**src/rtl/instruction_fetch_unit.sv**
```systemverilog
// instruction_fetch_unit: PC + IF/ID stage with START/RUN/HALT control; IF_FETCH_COUNTER_EN adds a saturating fetch counter
module instruction_fetch_unit (
  input  logic        clk,
  input  logic        reset_n,
  input  logic        stall,
  input  logic        flush,
  input  logic        halt,
  input  logic        branch_taken,
  input  logic [7:0]  branch_target,
  output logic [7:0]  imem_address,
  input  logic [15:0] imem_data,
  output logic [15:0] if_instruction,
  output logic [7:0]  if_pc_plus1,
  output logic        if_valid,
  output logic        halted,
  output logic [15:0] fetch_count
);
  typedef enum logic [1:0] {START, RUN, HALT} state_t;
  state_t      r_state;
  logic [7:0]  r_pc;
  logic [15:0] r_instr;
  logic [7:0]  r_pcp1;
  logic        r_valid;
  logic        r_halted;
  logic        w_fetch;
  logic [7:0]  w_pc_inc;
  assign w_pc_inc       = r_pc + 8'd1;
  assign w_fetch        = (r_state == RUN) && !halt && !branch_taken && !flush && !stall;
  assign imem_address   = r_pc;
  assign if_instruction = r_instr;
  assign if_pc_plus1    = r_pcp1;
  assign if_valid       = r_valid;
  assign halted         = r_halted;
  // control FSM and IF/ID register; priority halt > branch > flush > stall > fetch
  always_ff @(posedge clk) begin
    if (!reset_n) begin
      r_state  <= START;
      r_pc     <= '0;
      r_instr  <= '0;
      r_pcp1   <= '0;
      r_valid  <= 1'b0;
      r_halted <= 1'b0;
    end else begin
      case (r_state)
        START: begin
          r_state <= RUN;
          r_instr <= '0;
          r_pcp1  <= '0;
          r_valid <= 1'b0;
        end
        RUN: begin
          if (halt) begin
            r_state  <= HALT;
            r_halted <= 1'b1;
            r_instr  <= '0;
            r_pcp1   <= '0;
            r_valid  <= 1'b0;
          end else if (branch_taken) begin
            r_pc    <= branch_target;
            r_instr <= '0;
            r_pcp1  <= '0;
            r_valid <= 1'b0;
          end else if (flush) begin
            r_pc    <= stall ? r_pc : w_pc_inc;
            r_instr <= '0;
            r_pcp1  <= '0;
            r_valid <= 1'b0;
          end else if (w_fetch) begin
            r_pc    <= w_pc_inc;
            r_instr <= imem_data;
            r_pcp1  <= w_pc_inc;
            r_valid <= 1'b1;
          end
        end
        HALT: r_halted <= 1'b1;
        default: r_state <= START;
      endcase
    end
  end
`ifdef IF_FETCH_COUNTER_EN
  logic [15:0] r_fetch_count;
  // count cycles that load a real fetch, sticking at all-ones
  always_ff @(posedge clk) begin
    if (!reset_n) r_fetch_count <= '0;
    else if (w_fetch && r_fetch_count != 16'hFFFF) r_fetch_count <= r_fetch_count + 16'd1;
  end
  assign fetch_count = r_fetch_count;
`else
  assign fetch_count = 16'h0000;
`endif
endmodule

```
**config.mk**
```make
export PLATFORM = sky130hd
export DESIGN_NAME = instruction_fetch_unit
export DESIGN_NICKNAME = d
export VERILOG_FILES = /design/src/rtl/instruction_fetch_unit.sv
export SDC_FILE = /design/constraint.sdc
export NUM_CORES = 1
export LEC_CHECK = 0
export CORE_UTILIZATION = 39
export CTS_CLUSTER_DIAMETER = 120
export CTS_CLUSTER_SIZE = 10
export DETAILED_ROUTE_END_ITERATION = 12
export PLACE_DENSITY = 0.78
export REMOVE_ABC_BUFFERS = 1
export SLEW_MARGIN = 20
export SYNTH_ARGS = -nofsm -noshare
export SYNTH_HDL_FRONTEND = slang
export SYNTH_SLANG_ARGS = --single-unit
```
**constraint.sdc**
```tcl
create_clock -name clk -period 2.16 [get_ports clk]
set_input_delay 0.216 -clock clk [delete_from_list [all_inputs] [get_ports clk]]
set_output_delay 0.216 -clock clk [all_outputs]
set_load 0.02 [all_outputs]
```
* Word-level counts from Yosys, hierarchy flattened *
Cells that the tools add are included.
W data, S select, Z words.

operators by class
  reduce and logical (&&, ||, !) cells = 16
  bitwise logic cells = 2
  equality and inequality tests = 5
  multiplexer cells = 22
  add/subtract/negate cells = 1

operators with widths
  kind                   count
  $mux W16               4
  $mux W8                7
  $pmux W16 S2           1
  $pmux W8 S2            1
  $add A8 B1 Y8 const B  1
  $pmux W2 S3            1
  $reduce_and A2 Y1      3
  $mux W1                5
  $ne A5 B5 Y1 const B   1
  $logic_and A1 B1 Y1    4
  $logic_not A1 Y1       4
  $pmux W1 S2            2
  $reduce_and A4 Y1      1
  $reduce_bool A2 Y1     2
  $ne A3 B2 Y1 const B   1
  $reduce_bool A3 Y1     1
  $eq A2 B1 Y1 const B   1
  $eq A2 B2 Y1 const B   1
  $logic_not A2 Y1       1
  $mux W2                1
  $ne A2 B2 Y1 const B   1
  $not A1 Y1             2

storage, ports and cells
  logic and storage cells = 52
  input port bits = 30
  bits in registers = 36
  output and inout bits = 50

* Depth between registers and ports, before layout *
  depth after elaboration = 10
  mapped depth = 6
  mapped depth without buffers = 5

* Worst setup path before layout *
Ideal clock, no wire load.

  path type = register to register
  start = reg r_state[1]
  end = reg r_pcp1[0] (netlist: if_pc_plus1[0])
  required time = 2.089 ns
  arrival = 1.493 ns
  slack = 0.596 ns
  library setup time = 0.071 ns
  buffers on the path = 1
  stages on the path, launching flop included = 6
  period minus slack after synthesis = 1.564 ns
  cells stage by stage = dfxtp_1 -> or3b_4 -> o41ai_4 -> buf_6 -> nand2_1 -> o21ai_1

between the ends
  longest elaborated chain between the ends = 7
  elaborated cells between the ends (all ways) = 10
  classes of those cells = eq/ne (2); mux (1); reduce/logical (7)

RTL lines
  element                             line    text
  start: declaration                  19      state_t r_state;
  start signal: assignment            37      r_state <= START;
  start signal: assignment            46      r_state <= RUN;
  start signal: assignment            53      r_state <= HALT;
  $eq A2 B1 Y1                        28, 44
  $logic_and A1 B1 Y1 (4 in a row)    28      assign w_fetch = (r_state == RUN) && !halt && !branch_taken && !flush && !stall;
  $ne A5 B5 Y1 (no source line)       --
  $reduce_and A2 Y1 (no source line)  --
  end signal: assignment              71      r_pcp1 <= w_pc_inc;
  end: declaration                    22      logic [7:0] r_pcp1;

Parallel ways exist; a longest one is shown, timed or not.
A chain may end at the register's enable or synchronous reset.

* Worst setup path in the final report *
  start = reg r_state[1]
  end = reg r_instr[1] (netlist: if_instruction[1])

between the ends
  longest elaborated chain between the ends = 7
  elaborated cells between the ends (all ways) = 10
  classes of those cells = eq/ne (2); mux (1); reduce/logical (7)

RTL lines
  element                             line    text
  $eq A2 B1 Y1                        28, 44
  $logic_and A1 B1 Y1 (4 in a row)    28
  $ne A5 B5 Y1 (no source line)       --
  $reduce_and A2 Y1 (no source line)  --
  end signal: assignment              70      r_instr <= imem_data;
  end: declaration                    21      logic [15:0] r_instr;

Parallel ways exist; a longest one is shown, timed or not.

==> flow_summary.ini <==
[timing]
period_minus_slack_ns = 1.66
period_share_pct = 76.9
setup_ws_ns = 0.499
rsz0062_at_grt = no
finalHoldViolations = 0
fin_tns_setup_ns = 0
setup_violations = 0
fmax_ghz = 0.602
fin_worst_skew_ns = 0.00590
drv_slew = 0

[cts]
cts_tree = built
cts_root_buf = clkbuf_8
clock_path_buffers = 2
cts_sinks = 36
path_clk_slew_ns = 0.07
post_cts_buffers = 0
numCtsBuffers = 5
cts_resized = 0
hold_buffers = 0
htree_levels = 2
clk_latency_ns = 0.28

[worst_setup_path]
worst_ep_required_time_ns = 2.38
cp-start-kind = register
r2r_setup_slack_ns = 0.50
timing.rr.end = if_instruction[1]
r2r-start = r_state[1]
cp_max_fo = 18
endpoint_kind = register
worstPathArrival_ns = 1.88
rr_worst_depth = 5
crit_type = register to register

[place]
dp_cells = 264
hpwl_um = 2520
io_buffers = 63
place_ws_ns = 0.233
place.gp.congestion = 0.763

[drt]
drc = 0
final_antenna_net_count = 0
avgViaCountPerCell = 4.87
vias = 1324
drt_iter0_drc = 62
wl_per_cell_um = 12.3
routed_wl_um = 3340
first_pass_iters = 4

[floorplanning]
fp.dieW_um = 65.4
ios = 80
fp.coreArea_um2 = 3770
rows = 22
start_util_pct = 41.6
die_area_um2 = 4280
die_h_um = 65.4

[hold_path]
worstHoldPathCells = 2
worst_hold_path.endpoint = if_pc_plus1[2]
hold_path_startpoint = if_pc_plus1[2]
hold_path.class = register to register

[pwr]
pwr-share-seq_pct = 47.7
leakage_nw = 0.896
p_int_mw = 1.11
switching_share_pct = 23.2
pwr-share-comb_pct = 12.6
peakVddDrop_mv = 0.464
power_switching_mw = 0.336
powerDensity_nw_per_um2 = 632
pwr-share-clk_pct = 39.7

[cells_and_area]
antenna-diode-count = 0
fillers = 343
drive_above_1_share_pct = 9.38
area_growth_pct = 45.8
nNetsFinal = 254
finish.utilization_pct = 60.7
final_cell_count_no_fill = 272

[outcome]
status = finished, final reports clean

[yosys]
synth_top_cells_by_count = dfxtp_1 (36), nand2_1 (19), a22o_1 (18), buf_4 (17), o21ai_1 (6)
synth_top_flop_cell = dfxtp_1
netlist.area_leader.share_pct = 45.9
yosysMostFrequentCell = dfxtp_1
async_flop_share_pct = 0
synthTopCellsByArea = dfxtp_1 (46%), a22o_1 (10%), buf_4 (8.1%)
synth_cell_types = 41
ys_seq_elements = 36
yosysSeqAreaShare_pct = 45.9
yosysWarnings = 0
synth_top_area_cell = dfxtp_1
synth_area_per_cell_um2 = 9.93
synth-edff-count = 0
synthCells = 158
netlist_area_um2 = 1570

[global_route]
grt_max_degree = 19
grt_overflow = 0
grt.total_usage_pct = 15.7
antenna_found_initial = 0
grt_pass1_wl_um = 5180
grt_pass1_vias = 1116

[flow_run]
drv_cap = 0
-- flip-flops by register name (all words and copies together), names as in the netlist --
register and cells:
if_valid 1, if_instruction 16, halted 1, if_pc_plus1 8, r_state 2, imem_address 8
-- critical path, stage by stage, from the launching register on --
cell     delay, ns
dfxtp_1       0.36
or3b_4        0.45
nor3_2        0.18
and3b_1       0.20
buf_4         0.23
a22o_1        0.18
-- metal layers --
metal  GRT usage, %  vias up  part of all wire, %
met5              0        -                    0
met4           3.26        0                 0.27
met3           4.34        2                  4.7
met2           25.9       50                   48
met1           20.3      609                   47
li1               -      663                    -
-- power groups by stage --
stage | Clock (mW) | Sequential (mW) | Combinational [mW]
2_1_floorplan | 0 | 0.715 | 0.0698
3_3_place_gp | 0 | 0.705 | 0.180
3_5_place_dp | 0 | 0.705 | 0.182
4_1_cts | 0.595 | 0.690 | 0.182
5_1_grt | 0.620 | 0.692 | 0.195
6_report | 0.574 | 0.690 | 0.182
-- layout make-up --
cell class / instances / area, um^2 / area share [%]
Sequential cell: 36 / 721 / 31.5
Multi-Input combinational cell: 110 / 716 / 31.3
Timing Repair Buffer: 69 / 676 / 29.5
Clock buffer: 5 / 68.8 / 3.01
Tap cell: 48 / 60.1 / 2.63
Clock inverter: 3 / 42.5 / 1.86
Inverter: 1 / 3.75 / 0.164
-- per-stage QoR --
step	total power, mW	hold WS, ns	instance area (um^2)
final	1.45	0.445	2290
after global routing	1.51	0.467	2290
after CTS	1.47	0.450	2290
after detailed placement	0.887	0.439	2180
after global placement	0.885	0.436	2180
after floorplan	0.784	0.333	1440
-- cells by family after synthesis --
logic type	count (synthesis)	synth area share [%]
xor+xnor	6	3.35
buf+inv	27	12.0
simple gates	41	13.3
other cells	1	0.239
fa+ha+maj	1	0.797
mux	2	1.28
compound gates	44	23.0
flops	36	45.9
-- worst max path at each step --
stage	cells past startpoint	to	start	slack, ns
finish	5	if_instruction[1]	r_state[1]	0.50
global route	5	imem_address[3]	r_state[1]	0.34
CTS	5	if_instruction[1]	r_state[1]	0.49
detailed placement	6	if_instruction[1]	halt	0.23
global placement	6	if_instruction[3]	halt	0.25
floorplan	3	if_pc_plus1[4]	r_state[1]	0.28
-- cell usage in the layout, fill, tap and decap left out, types with 2 or more instances in the layout --
cell / synthesis / layout
a22o_1: 18 / 18
nand2_1: 19 / 19
o221ai_1: 3 / 3
nand4_1: 3 / 3
xnor2_1: 4 / 4
a21boi_0: 2 / 2
clkbuf_8: 0 / 5
o21a_1: 2 / 2
o21ai_1: 6 / 6
dfxtp_1: 36 / 36
mux2i_1: 2 / 2
xor2_1: 2 / 2
and3_1: 2 / 2
nand3_1: 4 / 4
clkdlybuf4s50_1: 0 / 63
nor2_1: 4 / 4
o21ai_0: 3 / 3
buf_4: 17 / 6
conb_1: 1 / 16
Power figures use the tool's default switching activity.
